### src/rtl/iterative_alu.sv
// Iterative integer ALU: RV32I base ops with one-cycle registered latency, plus unsigned
// multiply (shift-add) and divide/remainder (restoring) engines behind a valid/ready handshake.
module iterative_alu #(
  parameter int unsigned WIDTH = 32
) (
  input  logic             clk,
  input  logic             reset,
  input  logic             in_valid,
  output logic             in_ready,
  input  logic [3:0]       op,
  input  logic [WIDTH-1:0] A,
  input  logic [WIDTH-1:0] B,
  output logic             out_valid,
  input  logic             out_ready,
  output logic [WIDTH-1:0] result,
  output logic             zero,
  output logic             overflow,
  output logic             negative
);

  localparam int unsigned SHW  = $clog2(WIDTH);
  localparam int unsigned CntW = SHW + 1;

  localparam logic [3:0] OpAdd   = 4'd0;
  localparam logic [3:0] OpSub   = 4'd1;
  localparam logic [3:0] OpSll   = 4'd2;
  localparam logic [3:0] OpSlt   = 4'd3;
  localparam logic [3:0] OpSltu  = 4'd4;
  localparam logic [3:0] OpXor   = 4'd5;
  localparam logic [3:0] OpSrl   = 4'd6;
  localparam logic [3:0] OpSra   = 4'd7;
  localparam logic [3:0] OpOr    = 4'd8;
  localparam logic [3:0] OpAnd   = 4'd9;
  localparam logic [3:0] OpMul   = 4'd10;
  localparam logic [3:0] OpMulhu = 4'd11;
  localparam logic [3:0] OpDivu  = 4'd12;
  localparam logic [3:0] OpRemu  = 4'd13;

  typedef enum logic [1:0] {StIdle, StMul, StDiv, StDone} state_e;

  state_e               state_q, state_d;
  logic [CntW-1:0]      cnt_q, cnt_d, cnt_inc;
  logic [2*WIDTH-1:0]   prod_q, prod_d;
  logic [WIDTH-1:0]     opnd_q, opnd_d;
  logic [3:0]           op_q, op_d;
  logic [WIDTH-1:0]     result_q;
  logic                 zero_q, overflow_q, negative_q;

  logic                 load;
  logic [WIDTH-1:0]     res_d;
  logic                 ovf_d;

  logic [WIDTH-1:0]     alu_res;
  logic                 alu_ovf;
  logic [WIDTH-1:0]     add_res, sub_res;
  logic [SHW-1:0]       shamt;

  logic [WIDTH:0]       mul_sum;
  logic [2*WIDTH-1:0]   mul_next;
  logic [WIDTH:0]       div_shift, div_sub;
  logic                 div_ge;
  logic [2*WIDTH-1:0]   div_next;

  // Single-cycle datapath, evaluated on the live inputs at the accepting edge
  always_comb begin
    add_res = A + B;
    sub_res = A - B;
    shamt   = B[SHW-1:0];
    alu_res = '0;
    alu_ovf = 1'b0;
    unique case (op)
      OpAdd: begin
        alu_res = add_res;
        alu_ovf = (A[WIDTH-1] == B[WIDTH-1]) && (add_res[WIDTH-1] != A[WIDTH-1]);
      end
      OpSub: begin
        alu_res = sub_res;
        alu_ovf = (A[WIDTH-1] != B[WIDTH-1]) && (sub_res[WIDTH-1] != A[WIDTH-1]);
      end
      OpSll:  alu_res = A << shamt;
      OpSlt:  alu_res = {{(WIDTH-1){1'b0}}, ($signed(A) < $signed(B))};
      OpSltu: alu_res = {{(WIDTH-1){1'b0}}, (A < B)};
      OpXor:  alu_res = A ^ B;
      OpSrl:  alu_res = A >> shamt;
      OpSra:  alu_res = WIDTH'($signed(A) >>> shamt);
      OpOr:   alu_res = A | B;
      OpAnd:  alu_res = A & B;
      OpDivu: alu_res = '1;  // only reached with B == 0
      OpRemu: alu_res = A;   // only reached with B == 0
      default: alu_res = '0;
    endcase
  end

  // Shift-add multiply step: low half holds the remaining multiplier bits
  always_comb begin
    mul_sum  = {1'b0, prod_q[2*WIDTH-1:WIDTH]} + ({1'b0, opnd_q} & {(WIDTH+1){prod_q[0]}});
    mul_next = {mul_sum, prod_q[WIDTH-1:1]};
  end

  // Restoring divide step: high half is the partial remainder, low half dividend/quotient
  always_comb begin
    div_shift = {prod_q[2*WIDTH-1:WIDTH], prod_q[WIDTH-1]};
    div_ge    = div_shift >= {1'b0, opnd_q};
    div_sub   = div_shift - {1'b0, opnd_q};
    div_next  = {(div_ge ? div_sub[WIDTH-1:0] : div_shift[WIDTH-1:0]),
                 prod_q[WIDTH-2:0], div_ge};
  end

  always_comb begin
    state_d = state_q;
    cnt_d   = cnt_q;
    prod_d  = prod_q;
    opnd_d  = opnd_q;
    op_d    = op_q;
    load    = 1'b0;
    res_d   = '0;
    ovf_d   = 1'b0;
    cnt_inc = cnt_q + CntW'(1);
    unique case (state_q)
      StIdle: begin
        if (in_valid) begin
          op_d = op;
          if (op == OpMul || op == OpMulhu) begin
            prod_d  = {{WIDTH{1'b0}}, B};
            opnd_d  = A;
            cnt_d   = '0;
            state_d = StMul;
          end else if ((op == OpDivu || op == OpRemu) && (B != '0)) begin
            prod_d  = {{WIDTH{1'b0}}, A};
            opnd_d  = B;
            cnt_d   = '0;
            state_d = StDiv;
          end else begin
            load    = 1'b1;
            res_d   = alu_res;
            ovf_d   = alu_ovf;
            state_d = StDone;
          end
        end
      end
      StMul: begin
        prod_d = mul_next;
        cnt_d  = cnt_inc;
        // Final step and result capture share the edge where the counter reaches WIDTH
        if (cnt_inc == CntW'(WIDTH)) begin
          load    = 1'b1;
          res_d   = (op_q == OpMulhu) ? mul_next[2*WIDTH-1:WIDTH] : mul_next[WIDTH-1:0];
          state_d = StDone;
        end
      end
      StDiv: begin
        prod_d = div_next;
        cnt_d  = cnt_inc;
        if (cnt_inc == CntW'(WIDTH)) begin
          load    = 1'b1;
          res_d   = (op_q == OpRemu) ? div_next[2*WIDTH-1:WIDTH] : div_next[WIDTH-1:0];
          state_d = StDone;
        end
      end
      StDone: begin
        if (out_ready) state_d = StIdle;
      end
      default: state_d = StIdle;
    endcase
  end

  always_ff @(posedge clk or posedge reset) begin
    if (reset) begin
      state_q    <= StIdle;
      cnt_q      <= '0;
      prod_q     <= '0;
      opnd_q     <= '0;
      op_q       <= '0;
      result_q   <= '0;
      zero_q     <= 1'b0;
      overflow_q <= 1'b0;
      negative_q <= 1'b0;
    end else begin
      state_q <= state_d;
      cnt_q   <= cnt_d;
      prod_q  <= prod_d;
      opnd_q  <= opnd_d;
      op_q    <= op_d;
      if (load) begin
        result_q   <= res_d;
        zero_q     <= (res_d == '0);
        overflow_q <= ovf_d;
        negative_q <= res_d[WIDTH-1];
      end
    end
  end

  assign in_ready  = (state_q == StIdle);
  assign out_valid = (state_q == StDone);
  assign result    = result_q;
  assign zero      = zero_q;
  assign overflow  = overflow_q;
  assign negative  = negative_q;

endmodule

### config.mk
export PLATFORM = sky130hd
export DESIGN_NAME = iterative_alu
export DESIGN_NICKNAME = d
export VERILOG_FILES = /design/src/rtl/iterative_alu.sv
export SDC_FILE = /design/constraint.sdc
export NUM_CORES = 1
export LEC_CHECK = 0
export CAP_MARGIN = 40
export CELL_PAD_IN_SITES_DETAIL_PLACEMENT = 0
export CELL_PAD_IN_SITES_GLOBAL_PLACEMENT = 1
export CORE_ASPECT_RATIO = 1.1
export CORE_MARGIN = 10
export CORE_UTILIZATION = 25
export CTS_BUF_LIST = sky130_fd_sc_hd__clkbuf_16
export DETAILED_ROUTE_END_ITERATION = 12
export PLACE_DENSITY = 0.47
export SYNTH_ARGS = -nofsm -noshare
export SYNTH_HDL_FRONTEND = slang
export SYNTH_SLANG_ARGS = --single-unit
### constraint.sdc
create_clock -name clk -period 8.2 [get_ports clk]
set_clock_uncertainty 0.1 [all_clocks]
set_input_delay 1.64 -clock clk [delete_from_list [all_inputs] [get_ports clk]]
set_output_delay 1.64 -clock clk [all_outputs]
set_load 0.01 [all_outputs]
==> impl_metrics.ini, run 1 <==
[clock_tree]
cts_resized = 0
path_clk_slew_ns = 0.07
cts_made_buffers = 17
cts_tree = yes
clk_latency_ns = 0.46
cts_hold_buf = 0
cts.sinks = 142
root_buffer = clkbuf_16
post_cts_buffers = 0
cts_max_level = 4
clockBufferDepth = 2

[power]
internal_power_mw = 2.85
vdd_drop_max_mv = 0.161
finalPower_mw = 6.13
power_density_nw_per_um2 = 240
power.switching_mw = 3.29
leakage_nw = 10.6
p_clk_share_pct = 13.5
seqPwrFrac_pct = 22.6
pwr-share-comb_pct = 63.9
sw_frac_of_total_pct = 53.6

[layout]
drive_above_1_share_pct = 9.41
final_common_cell = nand2_1
syn_to_final_growth_pct = 13.0
nets = 3393
final_cell_mix = nand2_1, a21oi_1, nor2_1
fill_cells = 9885

[routing]
wire_per_inst_um = 29.9
drt-total-wl_mm = 129
drt-initial-drc-count = 2525
postRouteAntennaNets = 0
via_count = 25000
drt-vias-per-instance = 5.79
dr.pass1.iters = 6
drc_errors = 0

[critical_path]
r2r_slack_ns = 2.95
worstReg2RegStart = prod_q[37]$_DFFE_PP0P_
required_ns = 8.47
reg2regPathDepth = 14
critPathArrivalTime_ns = 6.98
rr_endpoint = zero$_DFFE_PP0P_
critPathMaxFanout = 14
end_kind = flop
start_kind = input port
crit_type = input port to flop

[grt]
grt_pass1_vias = 24600
grt_use_total_pct = 24.2
grt_remaining_overflow = 0
grt_first_pass_wirelength_mm = 184
grt_start_max_net_pins = 92
antenna_found_initial = 6

[floorplan]
die_h_um = 335
die_w_um = 307
core_um2 = 89600
ios = 109
row_count = 115
fp.dieArea_um2 = 103000
initial_core_util_pct = 25.2

[timing]
period_share_pct = 81.9
slew_violations = 0
tightest_slew_ns = 0.934
layout_setup_ws_ns = 1.49
finalSetupViolCount = 0
whs_ns = 0.409
fin_crit_ns = 6.71
rsz0062_at_grt = no
tns_ns = 0
fmaxAchievable_mhz = 149
max-slew-margin-rel_pct = 37.5
hold_viol_final = 0

[logic_synthesis]
synth_top_cell_area_share_pct = 15.7
ys_types = 111
synth_fp_nets = 3405
yosysSeqAreaShare_pct = 15.7
async_flop_share_pct = 100
synth_area_leaders = dfrtp_1, ha_1, a21oi_1
yosys_most_used_dff = dfrtp_1
yosysWarnings = 0
synth_area_leader_cell = dfrtp_1
synth-edff-count = 0
netlist_instances = 3146
syn_area_um2 = 22600
synth_area_per_cell_um2 = 7.19
ys_ff_latch = 142

[min_path]
hp-class = flop to flop
hold_path_depth = 1
hold_end = result[9]$_DFFE_PP0P_
hold_start = result[9]$_DFFE_PP0P_

[outcome]
status = finished clean

[placed_design]
portBuffers = 108
pre_cts_slack_ns = 1.16
place.detailed.hpwl_mm = 104
place_congestion = 0.985

[job]
cap_violations = 0
[worst max path at each step]
stage	start	end	slack [ns]	cells after the start
2_1_floorplan	B[3]	zero$_DFFE_PP0P_	2.46	18
3_3_place_gp	A[3]	zero$_DFFE_PP0P_	1.14	15
3_5_place_dp	A[5]	zero$_DFFE_PP0P_	1.16	15
4_1_cts	A[5]	zero$_DFFE_PP0P_	1.64	15
5_1_grt	A[5]	zero$_DFFE_PP0P_	1.27	16
6_report	A[5]	zero$_DFFE_PP0P_	1.49	14
[metal layers]
layer	track usage [%]	vias up	wire length, um
li1	-	11500	-
met1	31.2	12500	56800
met2	42.0	794	62700
met3	1.51	156	4760
met4	8.85	2	4790
met5	0	-	17
[registers in the layout (all words and copies together) (netlist names)]
register	cells
op_q	4
result	32
state_q	2
opnd_q	32
overflow	1
zero	1
cnt_q	6
prod_q	64
[worst max-delay path, cell delays in order]
cell and delay [ns]:
clkdlybuf4s50_1 0.94, inv_1 0.15, ha_1 0.44, a21oi_1 0.38, a311oi_2 0.26, o2111ai_1 0.51, o211ai_2 0.28, a31oi_1 0.45
mux2i_1 0.25, a31oi_1 0.20, a2111oi_1 0.75, and4bb_1 0.31, nand4b_1 0.13, o32ai_2 0.27
[power groups by stage]
stage | logic (mW) | registers (mW) | clock network (mW)
CTS | 3.91 | 1.39 | 0.850
floorplan | 2.48 | 1.27 | 0
global placement | 3.88 | 1.39 | 0
global route | 4.29 | 1.43 | 0.870
finish | 3.92 | 1.39 | 0.828
detailed placement | 3.88 | 1.40 | 0
[cells by family (layout without fill, tap and decap cells)]
group,count (synthesis),count (layout),synth area share (%)
AND/OR/NAND/NOR,1027,1027,20.7
XOR/XNOR,72,72,2.79
adder cells (fa/ha/maj),187,187,10.5
flip-flops,142,142,15.7
AO/OA/AOI/OAI,1141,1141,32.7
buffers and inverters,407,407,7.87
multiplexers,170,170,9.78
other,0,2,0
[metrics by stage]
step / area [um^2] / instances / utilization [%]
final: 25600 / 4318 / 28.5
after global routing: 25600 / 4316 / 28.5
after CTS: 25600 / 4316 / 28.5
after detailed placement: 25000 / 4285 / 27.8
after global placement: 24900 / 4276 / 27.7
after floorplan: 22600 / 3146 / -
[layout make-up]
class | instances | area (um^2) | share of cell area [%]
timing repair buffer | 226 | 1990 | 7.80
antenna | 2 | 5.00 | 0.0196
clock buffer | 17 | 425 | 1.66
inverter | 150 | 568 | 2.22
multi-input combinational | 2597 | 17400 | 68.0
clock inverter | 14 | 171 | 0.670
tap | 1170 | 1460 | 5.73
sequential | 142 | 3550 | 13.9
[cell usage after synthesis (25+ instances only)]
cell and n:
a211oi_1 43, a21o_1 35, a21oi_1 339, a22oi_1 62, a31oi_1 32, and2_1 46
buf_2 64, clkbuf_1 146, dfrtp_1 142, ha_1 183, inv_1 144, mux2_2 35
mux2i_1 97, mux4_2 33, nand2_1 375, nand3_1 52, nand4_1 31, nor2_1 319
nor3_1 51, o211ai_1 41, o21ai_0 269, o22ai_1 33, o31ai_1 25, xnor2_1 43
xor2_1 29
(Power assumes the default switching activity.)
==> run 2: changes to the inputs <==
==> constraint.sdc (replaced) <==
create_clock -name clk -period 6.9 [get_ports clk]
set_clock_uncertainty 0.1 [all_clocks]
set_input_delay 1.38 -clock clk [delete_from_list [all_inputs] [get_ports clk]]
set_output_delay 1.38 -clock clk [all_outputs]
set_load 0.01 [all_outputs]
==> run 2 against run 1 <==
  * First-iteration DRC count shrank 9.7%
  * Critical path depth is 4 higher
  * Wire length increased by 2.2%
  * Global-route usage rose by 0.60 points
  * Non-clock buffer count is 69 higher
  * Final cell count increased by 1.6%
  * Clock power up 16%
  * Core utilization up 0.57 points
  * Via count is 0.39% higher
  * Critical endpoint unchanged
  * Largest cell class unchanged
  * Largest power group unchanged
==> impl_metrics.ini, run 2 (synthesized netlist as in run 1, its figures left out) <==
[power]
vdd_drop_max_mv = 0.256
power_density_nw_per_um2 = 282
leakage_nw = 10.9

[critical_path]
crit_top_cell = buf_4
start_kind = input port
critPathMaxFanout = 6
critical_path_buf_inv_count = 4
path_depth = 18
crit_start = A[0]
crit_type = input port to flop
crit_chain = clkdlybuf4s50_1, inv_1, ha_1, fa_1, o21bai_1, o2111ai_1, a2111oi_1, buf_4, nor3_1, o21ai_1, a221oi_1, buf_4, nor2_1, o221ai_1, a21oi_2, nor4bb_1, nand4_1, o32ai_2
max_stage_delay_ns = 0.63
end_kind = flop
required_ns = 7.16
cpLargestDelayFamily = compound AO/OA/AOI/OAI gates
critPathArrivalTime_ns = 6.93
crit_slowest_cell = clkdlybuf4s50_1
reg2regPathDepth = 14
worstReg2RegStart = opnd_q[6]$_DFFE_PP0P_

[grt]
grt_first_pass_wirelength_mm = 187
grt_use_total_pct = 24.8
grt_start_max_net_pins = 99
grt_pass1_vias = 24800
grt_remaining_overflow = 0
antenna_found_initial = 2

[routing]
drt-initial-drc-count = 2280
top_layer_used = met5
wire_per_inst_um = 30.1
drt-vias-per-instance = 5.72
drc_errors = 0
via_count = 25100
dr.pass1.iters = 6
met1_length_mm = 56.7
route.met2.wl_mm = 64.2
drt-total-wl_mm = 132
met3_wirelength_mm = 5.65
postRouteAntennaNets = 0

[placed_design]
placed_cells = 4354
pre_cts_slack_ns = -0.296
place.detailed.hpwl_mm = 107
place_congestion = 0.954
portBuffers = 108
postPlaceCellArea_um2 = 25500

[layout]
stdcell_area_um2 = 26100
final_common_cell = nand2_1
regMostFlops = prod_q
final_cell_mix = nand2_1, a21oi_1, nor2_1
nets = 3462
largest_reg_flops = 64
syn_to_final_growth_pct = 15.3
fin_util_pct = 29.1
fin_cells = 4388
drive_above_1_share_pct = 11.4

[clock_tree]
clockBufferDepth = 2
cts_hold_buf = 0
cts_tree = yes
cts_max_level = 4
clk_latency_ns = 0.45
cts_made_buffers = 17
path_clk_slew_ns = 0.07
cts.sinks = 142
root_buffer = clkbuf_16

[floorplan]
die_h_um = 335
fp.dieArea_um2 = 103000
ios = 109
row_count = 115
die_w_um = 307
initial_core_util_pct = 25.2
core_um2 = 89600

[timing]
hold_viol_final = 0
max-slew-margin-rel_pct = 37.9
rsz0062_at_grt = no
fin_crit_ns = 6.67
slew_violations = 0
tightest_slew_ns = 0.932
finalSetupViolCount = 0
fmaxAchievable_mhz = 150
period_share_pct = 96.7
layout_setup_ws_ns = 0.229

[min_path]
hp-class = flop to flop
hold_path_depth = 1
hold_start = result[9]$_DFFE_PP0P_

[job]
cap_violations = 0

[outcome]
status = finished clean
[run 2: cell types whose count changed in the layout (fill, tap and decap cells not counted), moves of 2 or more]
cell        before  now
buf_4          111  179
clkinv_4         4    2
inv_6            2    5
clkinvlp_4       4    6
[run 2: layer usage]
metal  up-vias  track usage (%)
li1      11600                -
met1     12500             31.2
met2       839             43.2
met3       167             2.45
met4         4             9.44
met5         -                0
[run 2: final cells by class]
class | count | area (um^2)
well taps | 1170 | 1460
clock inverters | 15 | 161
inverters | 150 | 568
repair buffers | 295 | 2520
clock buffers | 17 | 425
flip-flops and latches | 142 | 3550
diodes | 2 | 5.00
multi-input cells | 2597 | 17400
fillers | 9882 | 63600
[run 2: worst paths after layout]
check	end	slack [ns]
max reg2reg	zero$_DFFE_PP0P_	1.68
min in group asynchronous	opnd_q[29]$_DFFE_PP0P_	1.27
min reg2reg	result[9]$_DFFE_PP0P_	0.41
max	zero$_DFFE_PP0P_	0.23
min	result[9]$_DFFE_PP0P_	0.41
max in group asynchronous	prod_q[36]$_DFFE_PP0P_	4.24
[run 2: repair_timing]
action                     4_1_cts  5_1_grt
setup buffers                    0        0
setup endpoints to repair        0        1
resized for setup                0        1
[run 2: report_power, final]
| group | internal (mW) | switching [mW] | leakage (nW) | total [mW] |
|---|---|---|---|---|
| registers | 1.20 | 0.442 | 1.77 | 1.64 |
| logic | 1.66 | 3.08 | 8.91 | 4.74 |
| clock network | 0.536 | 0.426 | 0.270 | 0.961 |
| total | 3.40 | 3.94 | 10.9 | 7.34 |
[run 2: stage by stage]
stage               hold WS [ns]  power, mW  setup TNS (ns)
floorplan                  0.382       4.46               0
global placement           0.394       6.34          -0.263
detailed placement         0.412       6.35          -0.296
CTS                        0.429       7.36               0
global route               0.437       7.90               0
finish                     0.414       7.34               0
